File: config.mk
export PLATFORM = sky130hd
export DESIGN_NAME = cp0_unit
export DESIGN_NICKNAME = d
export VERILOG_FILES = /design/src/rtl/cp0_unit.sv
export SDC_FILE = /design/constraint.sdc
export NUM_CORES = 1
export LEC_CHECK = 0
export ABC_AREA = 0
export BUFFER_PORTS_ARGS = -buffer_cell sky130_fd_sc_hd__buf_2
export CAP_MARGIN = 20
export CORE_UTILIZATION = 47
export DETAILED_ROUTE_END_ITERATION = 6
export PLACE_DENSITY = 0.79
export SYNTH_ARGS = -nofsm -noshare
export SYNTH_HDL_FRONTEND = slang
export SYNTH_SLANG_ARGS = --single-unit
export TNS_END_PERCENT = 30
File: constraint.sdc
create_clock -name clk -period 7.97 [get_ports clk]
set_input_delay 1.9925 -clock clk [delete_from_list [all_inputs] [get_ports clk]]
set_output_delay 1.9925 -clock clk [all_outputs]
set_load 0.005 [all_outputs]
File: src/rtl/cp0_unit.sv
// System coprocessor 0: SR/Cause/EPC/PRId, trap request generation and
// eret support for the M stage of the P7 MIPS pipeline.
module cp0_unit #(
  parameter logic [31:0] PRID = 32'h2019_0007
) (
  input  logic        clk,
  input  logic        reset,
  input  logic [4:0]  A1,
  input  logic [4:0]  A2,
  input  logic [31:0] DIn,
  input  logic        WE,
  input  logic [31:0] VPC,
  input  logic        BDIn,
  input  logic [4:0]  ExcCodeIn,
  input  logic [5:0]  HWInt,
  input  logic        EXLClr,
  output logic        Req,
  output logic [31:0] EPCOut,
  output logic [31:0] DOut
);

  localparam logic [4:0] REG_SR    = 5'd12;
  localparam logic [4:0] REG_CAUSE = 5'd13;
  localparam logic [4:0] REG_EPC   = 5'd14;
  localparam logic [4:0] REG_PRID  = 5'd15;

  // SR fields
  logic [5:0]  r_im;
  logic        r_exl;
  logic        r_ie;
  // Cause fields
  logic        r_bd;
  logic [5:0]  r_ip;
  logic [4:0]  r_exccode;
  logic [31:0] r_epc;

  logic        w_int_req;
  logic        w_exc_req;
  logic        w_req;
  logic [31:0] w_victim_pc;
  logic [31:0] w_sr;
  logic [31:0] w_cause;

  // Live HWInt feeds the request; IP is only the software-visible snapshot.
  assign w_int_req = (|(HWInt & r_im)) & r_ie & ~r_exl;
  assign w_exc_req = (ExcCodeIn != 5'd0) & ~r_exl;
  assign w_req     = w_int_req | w_exc_req;

  // A delay-slot victim restarts at its branch.
  assign w_victim_pc = BDIn ? (VPC - 32'd4) : VPC;

  assign w_sr    = {16'd0, r_im, 8'd0, r_exl, r_ie};
  assign w_cause = {r_bd, 15'd0, r_ip, 3'd0, r_exccode, 2'd0};

  always_ff @(posedge clk) begin
    if (reset) begin
      r_im      <= 6'd0;
      r_exl     <= 1'b0;
      r_ie      <= 1'b0;
      r_bd      <= 1'b0;
      r_ip      <= 6'd0;
      r_exccode <= 5'd0;
      r_epc     <= 32'd0;
    end else begin
      r_ip <= HWInt;
      if (w_req) begin
        // The victim's own mtc0 is flushed, so WE is dropped here.
        r_exl     <= 1'b1;
        r_exccode <= w_int_req ? 5'd0 : ExcCodeIn;
        r_bd      <= BDIn;
        r_epc     <= {w_victim_pc[31:2], 2'b00};
      end else begin
        if (WE && (A2 == REG_SR)) begin
          r_im  <= DIn[15:10];
          r_exl <= DIn[1];
          r_ie  <= DIn[0];
        end
        if (WE && (A2 == REG_EPC))
          r_epc <= {DIn[31:2], 2'b00};
        // Later assignment: eret beats an mtc0 to SR for the EXL bit.
        if (EXLClr)
          r_exl <= 1'b0;
      end
    end
  end

  always_comb begin
    DOut = 32'd0;
    case (A1)
      REG_SR:    DOut = w_sr;
      REG_CAUSE: DOut = w_cause;
      REG_EPC:   DOut = r_epc;
      REG_PRID:  DOut = PRID;
      default:   DOut = 32'd0;
    endcase
  end

  assign Req    = w_req;
  assign EPCOut = r_epc;

endmodule

=== Word-level counts from Yosys, hierarchy flattened ===
Cells that the tools add are included.

* Bits in registers: 50
* Input port bits: 90

* $add $sub $neg: 1
* Equal/unequal tests: 6
* Mux-type cells: 8
* Bitwise gates (word level): 7
* Reduce and logical (&&, ||, !) cells: 7

{| class="wikitable"
|+ Operators with widths
! kind !! number
|-
| 32-bit one-hot mux with 4 select lines || 1
|-
| 32-bit two-way mux || 3
|-
| 32-bit by 3-bit subtractor with 32-bit output (second input constant) || 1
|-
| 5-bit by 4-bit equality test with 1-bit output (second input constant) || 6
|-
| 6-bit AND || 1
|-
| 6-bit OR reduction || 1
|-
| 5-bit two-way mux || 1
|-
| 5-bit nonzero test || 1
|-
| 1-bit AND || 3
|-
| 1-bit two-way mux || 3
|-
| 3-bit nonzero test || 1
|-
| 1-bit logical AND || 2
|-
| 1-bit NOT || 2
|-
| 2-bit AND reduction || 1
|-
| 2-bit nonzero test || 1
|-
| 1-bit OR || 1
|}

=== Logic depth before layout (Yosys ltp) ===
Gate-level depths: netlist of run 1.

* Word-level depth: 7
* Mapped depth: 8
* Gate-level depth less buffers: 6

=== Least setup slack after synthesis of run 1 ===
Ideal clock, no wire load.

* Path type: input port to output port
* From: in ExcCodeIn[2]
* To: out Req
* Arrival: 3.254 ns
* Data required time: 5.977 ns
* Slack: 2.723 ns
* Stages on the path: 5
* Path through: or2_2 -> o41a_1 -> nor2_1 -> inv_1 -> clkbuf_1

* Cells in the longest elaborated chain, start to end: 3

{| class="wikitable"
|+ RTL lines
! element !! RTL line !! source
|-
| from (decl) || 14 || <nowiki>input logic [4:0] ExcCodeIn,</nowiki>
|-
| 5-bit nonzero test || 46 || <nowiki>assign w_exc_req = (ExcCodeIn != 5'd0) & ~r_exl;</nowiki>
|-
| 1-bit AND || 46 ||
|-
| 1-bit OR || 47 || <nowiki>assign w_req = w_int_req | w_exc_req;</nowiki>
|-
| to (decl) || 17 || <nowiki>output logic Req,</nowiki>
|}

No other way between the ends.

=== Worst setup path in the final report of run 1 ===
Ends and elaborated chain as after synthesis.

==> reports/qor.yml, run 1 <==
cts_num_sinks: 50
whs_path_depth: 2
synth_warnings: 0
clkLatencyLatePin_ps: 300
nets: 663
arrival_ps: 4080
grt_usage_pct: 26.45
avgSynthCellArea_sq_um: 7.912
vias: 4120
drive_gt1_share_pct: 30.89
reg2reg_depth: 7
antenna_found_initial: 0
fin_tns_setup_ps: 0
ctsLongestPathBuffers: 2
grt_pass1_vias: 3638
hold_viol: 0
crit_buf_inv: 5
min_path_type: "flip-flop to flip-flop"
seq_area_frac_synth_pct: 27.68
fmax_mhz: 164.6
routabilityCongestion: 0.8599
fill_cells: 696
synth_cell_types: 53
drc: 0
cts_root_buf: "clkbuf_8"
ys_ff_latch: 50
die_area_sq_um: 8048
tightestPinTransition_ps: 1028
dpl.hpwl_microns: 8285
finalCritPeriodShare_pct: 76.22
syn_to_final_growth_pct: 22.08
crit_type: "input pin to primary output"
vias_per_cell: 6.131
stdcell_area_sq_um: 4414
cts_setup_buffers: 0
syn_area_sq_um: 3616
r2r_end: "r_im[2]"
ctsResizeCount: 0
setup_violations: 0
avgRoutedWirePerCell_microns: 16.56
synthDominantCellAreaShare_pct: 27.68
cpLargestDelayFamily: "simple AND/OR/NAND/NOR gates"
io_pins: 155
slew_violations: 0
cts_made_buffers: 5
synth_top_area_cell: "dfxtp_1"
ys.flop_type: "dfxtp_1"
worst_setup_path_start_kind: "input pin"
rows: 31
h-tree-depth: 2
async_flop_share_pct: 0
wirelength_microns: 11130
slew_headroom_pct: 30.84
peakVddDrop_uv: 81.03
hold_buffers: 0
clock_skew_ps: 3.814
critPathMaxStageDelay_ps: 600
power_density_nw_per_um2: 132.4
grt_setup_unrepaired: "false"
clk_pin_slew_ps: 90
synth_edf_count: 0
startpoint: "ExcCodeIn[2]"
dr.pass1.iters: 5
initial_core_util_pct: 49.33
cp.required_ps: 5980
leakage_uw: 0.001825
cts_tree: "built"
critPathMaxFanout: 38
r2r_slack_ps: 5220
crit_chain: "buf_2, or2_2, o41a_1, buf_4, nor2_1, inv_1, buf_4, buf_2"
synthTopCellsByArea: "dfxtp_1, nor4_1, o31a_1"
synthCells: 457
status: "finished, final reports clean"
portBuffers: 150
drt_iter0_markers: 392
grt_max_degree: 51
post_dp_cell_area_sq_um: 4323
max-cap-violations: 0
crit_path_end_kind: "primary output"
n_antenna_cell: 0
drtAntennaViolNets: 0
hp-start: "r_im[3]"
grt_first_pass_wirelength_microns: 17750
die_h_microns: 89.71
post-route-min-period_ps: 6075
rr_startpoint: "r_exl"
slowest_stage: "nor2_1"
worst_hold_path.endpoint: "r_im[3]"
fp.coreArea_sq_um: 7331
die_width_microns: 89.71
grt-ovfl-total: 0
[metrics by stage]
stage | total power [uW] | util [%] | hold WS (ps) | setup slack [ps] | std cells
after global routing | 611.3 | 60.22 | 564.9 | 1803 | 672
final | 584.5 | 60.22 | 535.9 | 1895 | 672
after detailed placement | 434.1 | 58.97 | 518.3 | 1912 | 664
after CTS | 582.3 | 60.22 | 534.4 | 1911 | 672
after floorplan | 369.5 | - | 476.2 | 2723 | 458
after global placement | 430.5 | 58.97 | 503.7 | 1929 | 664
[flip-flops by register name (all words and copies together), names as in the netlist]
register,flops
EPCOut,30
r_im,6
r_ip,6
r_exccode,5
r_bd,1
r_exl,1
r_ie,1
[placed cells by master, fill, tap and decap left out, types with 3 or more instances in the layout]
cell type / Yosys / layout
dfxtp_1: 50 / 50
or4_1: 18 / 18
nand2_1: 9 / 9
or3_1: 8 / 8
a21oi_1: 16 / 16
and2_1: 14 / 14
o21ai_0: 3 / 3
a22o_1: 3 / 3
xnor2_1: 5 / 5
or3b_2: 5 / 5
nor4_1: 49 / 49
o31ai_1: 14 / 14
o31a_1: 23 / 23
mux2i_1: 14 / 14
clkbuf_8: 0 / 6
nor3_1: 6 / 6
o41ai_1: 13 / 13
buf_4: 2 / 6
a211oi_1: 18 / 18
nor2_1: 30 / 30
nor2b_1: 9 / 9
a2111oi_0: 3 / 3
inv_1: 30 / 30
buf_2: 2 / 150
xor2_1: 5 / 5
o311ai_0: 6 / 6
a22oi_1: 5 / 5
nor4b_1: 3 / 3
a311oi_1: 11 / 11
nand4_1: 4 / 4
nand3_1: 5 / 5
a31oi_1: 5 / 5
[worst max-delay path by stage]
stage / to / slack, ps / depth (start not counted)
after global routing: Req / 1800 / 8
after CTS: Req / 1910 / 8
after detailed placement: Req / 1910 / 8
final: Req / 1900 / 8
after global placement: Req / 1930 / 8
after floorplan: Req / 2720 / 5
[cell usage after synthesis (11+ instances only)]
| library cell | instances |
|---|---|
| a21oi_1 | 16 |
| and2_1 | 14 |
| o31ai_1 | 14 |
| inv_1 | 30 |
| clkbuf_1 | 40 |
| a211oi_1 | 18 |
| a311oi_1 | 11 |
| nor4_1 | 49 |
| or4_1 | 18 |
| dfxtp_1 | 50 |
| nor2_1 | 30 |
| o31a_1 | 23 |
| mux2i_1 | 14 |
| o41ai_1 | 13 |
[metal layers]
layer  wire length (microns)  global-route usage (%)
met5                       0                       0
met4                     173                   7.787
met3                     589                   2.961
met2                    5181                   42.44
met1                    5181                   37.21
[kinds of logic (layout without fill, tap and decap cells)]
logic type | Yosys count | in the layout | share of synthesized area, %
and+or+nand+nor | 174 | 174 | 28.96
AOI/OAI and AO/OA | 128 | 128 | 27.51
buffers and inverters | 79 | 194 | 9.100
DFF | 50 | 50 | 27.68
muxes | 14 | 14 | 3.875
xor gates and xnor gates | 10 | 10 | 2.422
adders and majority gates | 1 | 1 | 0.3460
other | 1 | 2 | 0.1037
[where the power goes]
group / internal (uW) / total, uW / switching (uW)
Clock: 70.2 / 153 / 83.0
Combinational: 64.9 / 146 / 81.3
Sequential: 269 / 285 / 16.4
[final cells by class]
cell class,count,area [sq um],area share [%]
clock buffer,7,86.33,1.956
clock inverter,1,5.005,0.1134
inverter,30,112.6,2.551
multi-input combinational,329,2290,51.87
sequential,50,1001,22.68
tap,99,123.9,2.806
timing repair buffer,156,795.8,18.03
[worst register-to-register path, cell delays in order, from the launching register on]
cell	delay, ps
dfxtp_1	610
inv_1	240
o311a_1	180
buf_4	250
nor2_1	600
inv_1	100
buf_4	260
o41ai_1	390
No activity file was read; power rests on OpenSTA's default activity.
==> run 2: changes to the inputs <==
ABC_AREA = 1   (was 0)
PLACE_DENSITY = 0.8   (was 0.79)
clock period = 5.6 ns   (was 7.97 ns; I/O delays follow)
==> run 2 against run 1 <==
  * Hold slack got worse by 55 ps
  * Combinational power increased by 30%
  * Sequential power increased by 41%
  * Largest cell class unchanged
  * Largest power group unchanged
==> reports/qor.yml, run 2 <==
synthTopCellsByArea: "dfxtp_1, nand2_1, nor2_1"
layout_common_cells: "nand2_1, buf_2, nor2_1"
grt-ovfl-total: 0  # unchanged
n_antenna_cell: 0  # unchanged
final_common_cell: "nand2_1"
dpl.hpwl_microns: 8611  # +3.9%
slew_violations: 0  # unchanged
portBuffers: 150  # unchanged
rows: 30  # -3.2%
power_density_nw_per_um2: 189.4  # +43%
fin_hold_ws_ps: 481.0  # -54.88 ps
clk_pin_slew_ps: 90  # about the same
cts_tree: "built"
multi_input_area_sq_um: 1979  # -14%
cts_setup_buffers: 0  # unchanged
h-tree-depth: 2  # unchanged
peakVddDrop_uv: 94.92  # +17%
finalCritPeriodShare_pct: 69.17
critPathMaxFanout: 10  # -74%
largest_register_ff_count: 30  # unchanged
final_core_util_pct: 61.91  # +1.7 points
synth_warnings: 0  # unchanged
worst_setup_path_start_kind: "input pin"
synth_top_area_cell: "dfxtp_1"
yosys-top-cells-count: "nand2_1, nor2_1, inv_1, dfxtp_1, o21ai_0"
synth_edf_count: 0  # unchanged
grt_first_pass_wirelength_microns: 17510  # -1.4%
drive_gt1_share_pct: 23.48  # -7.4 points
fmax_mhz: 258.2
async_flop_share_pct: 0  # unchanged
initial_core_util_pct: 49.31  # about the same
tightestPinTransition_ps: 922.8  # -105.1 ps
crit_path_end_kind: "primary output"
synthCells: 584  # +28%
grt_usage_pct: 29.81  # +3.4 points
max-cap-violations: 0  # unchanged
synth_cell_types: 34  # -36%
die_width_microns: 86.89  # -3.1%
synthDominantCellAreaShare_pct: 29.55  # +1.9 points
drc: 0  # unchanged
vias: 4213  # +2.3%
drtAntennaViolNets: 0  # unchanged
antenna_found_initial: 0  # unchanged
clock_skew_ps: 8.136  # +4.322 ps
hp-start: "r_exccode[4]"
wirelength_microns: 11090  # -0.33%
cts_num_sinks: 50  # unchanged
hold_viol: 0  # unchanged
die_area_sq_um: 7550  # -6.2%
grt_setup_unrepaired: "false"
synth.most_common_cell: "nand2_1"
ys_ff_latch: 50  # unchanged
crit_type: "input pin to primary output"
nets: 815  # +23%
min_path_type: "flip-flop to flip-flop"
avgRoutedWirePerCell_microns: 13.52  # -18%
slew_headroom_pct: 38.41  # +7.6 points
fin_tns_setup_ps: 0  # unchanged
startpoint: "A1[3]"
post_dp_cell_area_sq_um: 4170  # -3.5%
status: "finished, final reports clean"
avgSynthCellArea_sq_um: 5.800  # -27%
syn_area_sq_um: 3387  # -6.3%
ctsResizeCount: 0  # unchanged
regArea_sq_um: 1001  # unchanged
setup_violations: 0  # unchanged
dr.pass1.iters: 5  # unchanged
power.total_uw: 805.5  # +38%
stdcell_area_sq_um: 4253  # -3.7%
vias_per_cell: 5.138  # -16%
ys.flop_type: "dfxtp_1"
arrival_ps: 2470  # -1610 ps
drt_iter0_markers: 220  # -44%
grt_pass1_vias: 3814  # +4.8%
clkLatencyLatePin_ps: 310  # about the same
io_pins: 155  # unchanged
grt_max_degree: 44  # -14%
cts_root_buf: "clkbuf_8"
ctsLongestPathBuffers: 2  # unchanged
cts_made_buffers: 5  # unchanged
fp.coreArea_sq_um: 6869  # -6.3%
die_h_microns: 86.89  # -3.1%
post-route-min-period_ps: 3874
fill_cells: 731  # +5.0%
rr_startpoint: "r_im[0]"
leakage_uw: 0.002253  # +23%
routabilityCongestion: 0.9717  # +13%
syn_to_final_growth_pct: 25.56
hold_buffers: 0  # unchanged
cp.required_ps: 4200  # -1780 ps
seq_area_frac_synth_pct: 29.55  # +1.9 points
==> run 2: changes by cell type after synthesis, moves of 18 or more <==
cell      change
inv_1        +47
o21ai_0      +39
nand2_1     +166
nor4_1       -49
clkbuf_1     -34
or4_1        -18
o31a_1       -23
nor2_1       +65
nand3_1      +29
==> run 2: kinds of logic after synthesis <==
group                    count (synthesis)  share of synthesized area [%]
AO/OA/AOI/OAI                           94                          15.26
XOR/XNOR                                13                          3.362
adder cells (fa/ha/maj)                  1                         0.3694
buffers and inverters                  100                          12.12
flip-flops                              50                          29.55
other                                    1                         0.1107
AND/OR/NAND/NOR                        325                          39.23
==> run 2: path summary, 6_finish.rpt <==
check                                    end  slack (ps)  cells past startpoint
worst max-delay path                 DOut[3]        1730                      7
worst min-delay path            r_exccode[4]         480                      2
worst max register to register    EPCOut[21]        3150                     11
worst min register to register  r_exccode[4]         480                      2
==> run 2: critical path, stage by stage <==
cell,delay (ps)
buf_2,100
nand2_1,70
nor2_1,60
nand2_1,80
clkinv_1,310
a22o_1,330
buf_2,130
==> run 2: layout make-up <==
class | instances | area share (%)
timing repair buffer | 153 | 18.18
multi-input combinational | 435 | 46.54
inverter | 79 | 6.973
tap | 96 | 2.824
sequential | 50 | 23.54
clock buffer | 5 | 1.618
clock inverter | 2 | 0.3236
==> run 2: layer usage <==
layer	vias to the layer above	routed length (microns)	global-route usage [%]
met3	13	657	3.318
li1	2114	-	-
met1	1915	4965	38.19
met2	171	5350	53.90
met4	0	115	6.061
met5	-	0	0
==> run 2: metrics by stage <==
| step | instances | setup slack (ps) |
|---|---|---|
| final | 820 | 1726 |
| after global routing | 820 | 1580 |
| after CTS | 820 | 1729 |
| after detailed placement | 813 | 1741 |
| after global placement | 813 | 1790 |
| after floorplan | 585 | 2058 |
==> run 2: power by group <==
part           internal [uW]  leakage, uW  switching [uW]  total [uW]
combinational           75.4      0.00179             114         190
clock                   86.8    0.0000444             128         215
sequential               382     0.000414            18.3         401
==> run 3: changes to the inputs <==
CORE_UTILIZATION = 43   (was 47)
PLACE_DENSITY = 0.77   (was 0.8)
clock period = 3.3 ns   (was 5.6 ns; I/O delays follow)
==> run 3 against run 2 <==
  * Largest power group unchanged
  * Critical path type unchanged
  * Non-clock buffer count rose by 4
  * Wire length rose by 2.8%
  * Hold slack got worse by 0.76 ps
  * Utilization decreased by 3.9 points
  * Count of clock-buffer cells in the layout stayed put
  * Design area grew 1.6%
  * Critical endpoint is now DOut[6]
  * Sequential cell count unchanged
  * Register-to-register slack lost 1900 ps
==> reports/qor.yml, run 3 (same netlist as run 2, synthesis figures left out) <==
r2r_slack_ps: 1240  # -1910 ps
layout_common_cells: "nand2_1, buf_2, nor2_1"
finalCritPeriodShare_pct: 82.92
syn_to_final_growth_pct: 27.59
drc: 0  # unchanged
worst_setup_path_start_kind: "input pin"
grt_usage_pct: 27.68  # -2.1 points
combPwrFrac_pct: 22.3  # -1.3 points
min_path_type: "flip-flop to flip-flop"
layoutNonFillerInstCount: 828  # +0.98%
fp.coreArea_sq_um: 7447  # +8.4%
critPathMaxFanout: 10  # unchanged
cts_num_sinks: 50  # unchanged
multi_input_area_sq_um: 1979  # unchanged
ctsLongestPathBuffers: 2  # unchanged
cts_setup_buffers: 0  # unchanged
whs_path_depth: 2  # unchanged
fmax_mhz: 365.4
wirelength_microns: 11400  # +2.8%
final_common_cell: "nand2_1"
initial_core_util_pct: 45.48  # -3.8 points
dpl.cell_count: 820  # +0.86%
regArea_sq_um: 1001  # unchanged
max-cap-violations: 0  # unchanged
peakVddDrop_uv: 227.4  # +140%
p_int_uw: 1012  # +86%
drt_iter0_markers: 270  # +23%
drive_gt1_share_pct: 24.01  # +0.52 points
cts_root_buf: "clkbuf_8"
rr_startpoint: "r_im[0]"
p_switching_uw: 460.7  # +77%
crit_type: "input pin to primary output"
cts_tree: "built"
n_antenna_cell: 0  # unchanged
post-route-min-period_ps: 2736
grt_setup_unrepaired: "false"
hold_viol: 0  # unchanged
dr.pass1.iters: 5  # unchanged
hold_buffers: 0  # unchanged
arrival_ps: 1910  # -560 ps
grt_first_pass_wirelength_microns: 18330  # +4.7%
dpl.hpwl_microns: 9022  # +4.8%
nets: 819  # +0.49%
setup_violations: 0  # unchanged
hp-start: "r_exccode[4]"
tightestPinTransition_ps: 632.0  # -290.9 ps
seq_power_share_pct: 46.1  # -3.6 points
r2r_end: "EPCOut[2]"
die_width_microns: 90.75  # +4.4%
io_pins: 155  # unchanged
clkLatencyLatePin_ps: 310  # about the same
fin_tns_setup_ps: 0  # unchanged
vias: 4213  # unchanged
cp.required_ps: 2470  # -1730 ps
fill_cells: 777  # +6.3%
crit_path_end_kind: "primary output"
worst_hold_path.endpoint: "r_exccode[4]"
rows: 31  # +3.3%
clk_pin_slew_ps: 110  # +20 ps
status: "finished, final reports clean"
reg2reg_depth: 11  # unchanged
p_clk_share_pct: 31.6  # +4.9 points
die_area_sq_um: 8236  # +9.1%
largest_register_ff_count: 30  # unchanged
grt_pass1_vias: 3874  # +1.6%
slew_headroom_pct: 57.82  # +19 points
power_density_nw_per_um2: 340.7  # +80%
leakage_uw: 0.002284  # +1.4%
clock_skew_ps: 10.28  # +2.140 ps
vias_per_cell: 5.088  # -0.97%
grt_max_degree: 32  # -27%
antenna_found_initial: 0  # unchanged
cts_made_buffers: 5  # unchanged
portBuffers: 150  # unchanged
p_sw_share_pct: 31.29  # -1.1 points
ctsResizeCount: 0  # unchanged
die_h_microns: 90.75  # +4.4%
drtAntennaViolNets: 0  # unchanged
routabilityCongestion: 0.8975  # -7.6%
grt-ovfl-total: 0  # unchanged
h-tree-depth: 2  # unchanged
avgRoutedWirePerCell_microns: 13.77  # +1.8%
slew_violations: 0  # unchanged
==> run 3: cell count changes in the layout (fill, tap and decap cells not counted) <==
cell and delta:
bufinv_16 +1, buf_4 +4, inv_8 +1, clkinv_2 -1, clkinvlp_4 +1, inv_6 -1
==> run 3: critical path: stages <==
cell and delay (ps):
buf_2 90, nand2_1 80, nor2_1 50, nand2_1 100, clkinv_1 310, a32o_1 320
buf_2 120
==> run 3: power by group through the flow <==
stage / sequential, uW / clock, uW / combinational [uW]
2_1_floorplan: 690 / 0 / 172
3_3_place_gp: 691 / 0 / 320
3_5_place_dp: 692 / 0 / 325
4_1_cts: 679 / 470 / 327
5_1_grt: 686 / 493 / 370
6_report: 679 / 465 / 328
==> run 3: per-stage QoR <==
stage | power, uW | area [sq um] | setup slack (ps) | util (%) | hold slack [ps]
after floorplan | 861.6 | 3391 | 907.7 | - | 440.1
after global placement | 1012 | 4204 | 595.0 | 56.45 | 451.9
after detailed placement | 1018 | 4204 | 575.4 | 56.45 | 456.4
after CTS | 1475 | 4322 | 567.3 | 58.03 | 477.5
after global routing | 1548 | 4322 | 414.2 | 58.03 | 503.0
final | 1472 | 4322 | 563.5 | 58.03 | 480.2
==> run 3: worst max-delay path by stage <==
stage	slack, ps	startpoint	cells after the start	end
global route	410	A1[2]	8	DOut[14]
global placement	600	A1[3]	7	DOut[3]
detailed placement	580	A1[3]	7	DOut[4]
finish	560	A1[3]	7	DOut[6]
CTS	570	A1[3]	7	DOut[3]
floorplan	910	A1[3]	7	DOut[14]
==> run 3: per-layer routing <==
metal | routed length, microns | global-route usage (%) | vias up | share of wire [%]
met1 | 5224 | 37.44 | 1902 | 46
met4 | 140 | 6.720 | 0 | 1.2
met3 | 690 | 3.114 | 17 | 6.1
met5 | 0 | 0 | - | 0
li1 | - | - | 2116 | -
met2 | 5348 | 46.72 | 178 | 47
==> run 3: cell type report <==
class / count / area share, %
repair buffers: 157 / 18.59
clock buffers: 5 / 1.592
flip-flops and latches: 50 / 23.16
multi-input cells: 435 / 45.80
inverters: 79 / 6.862
clock inverters: 3 / 1.129
well taps: 99 / 2.866
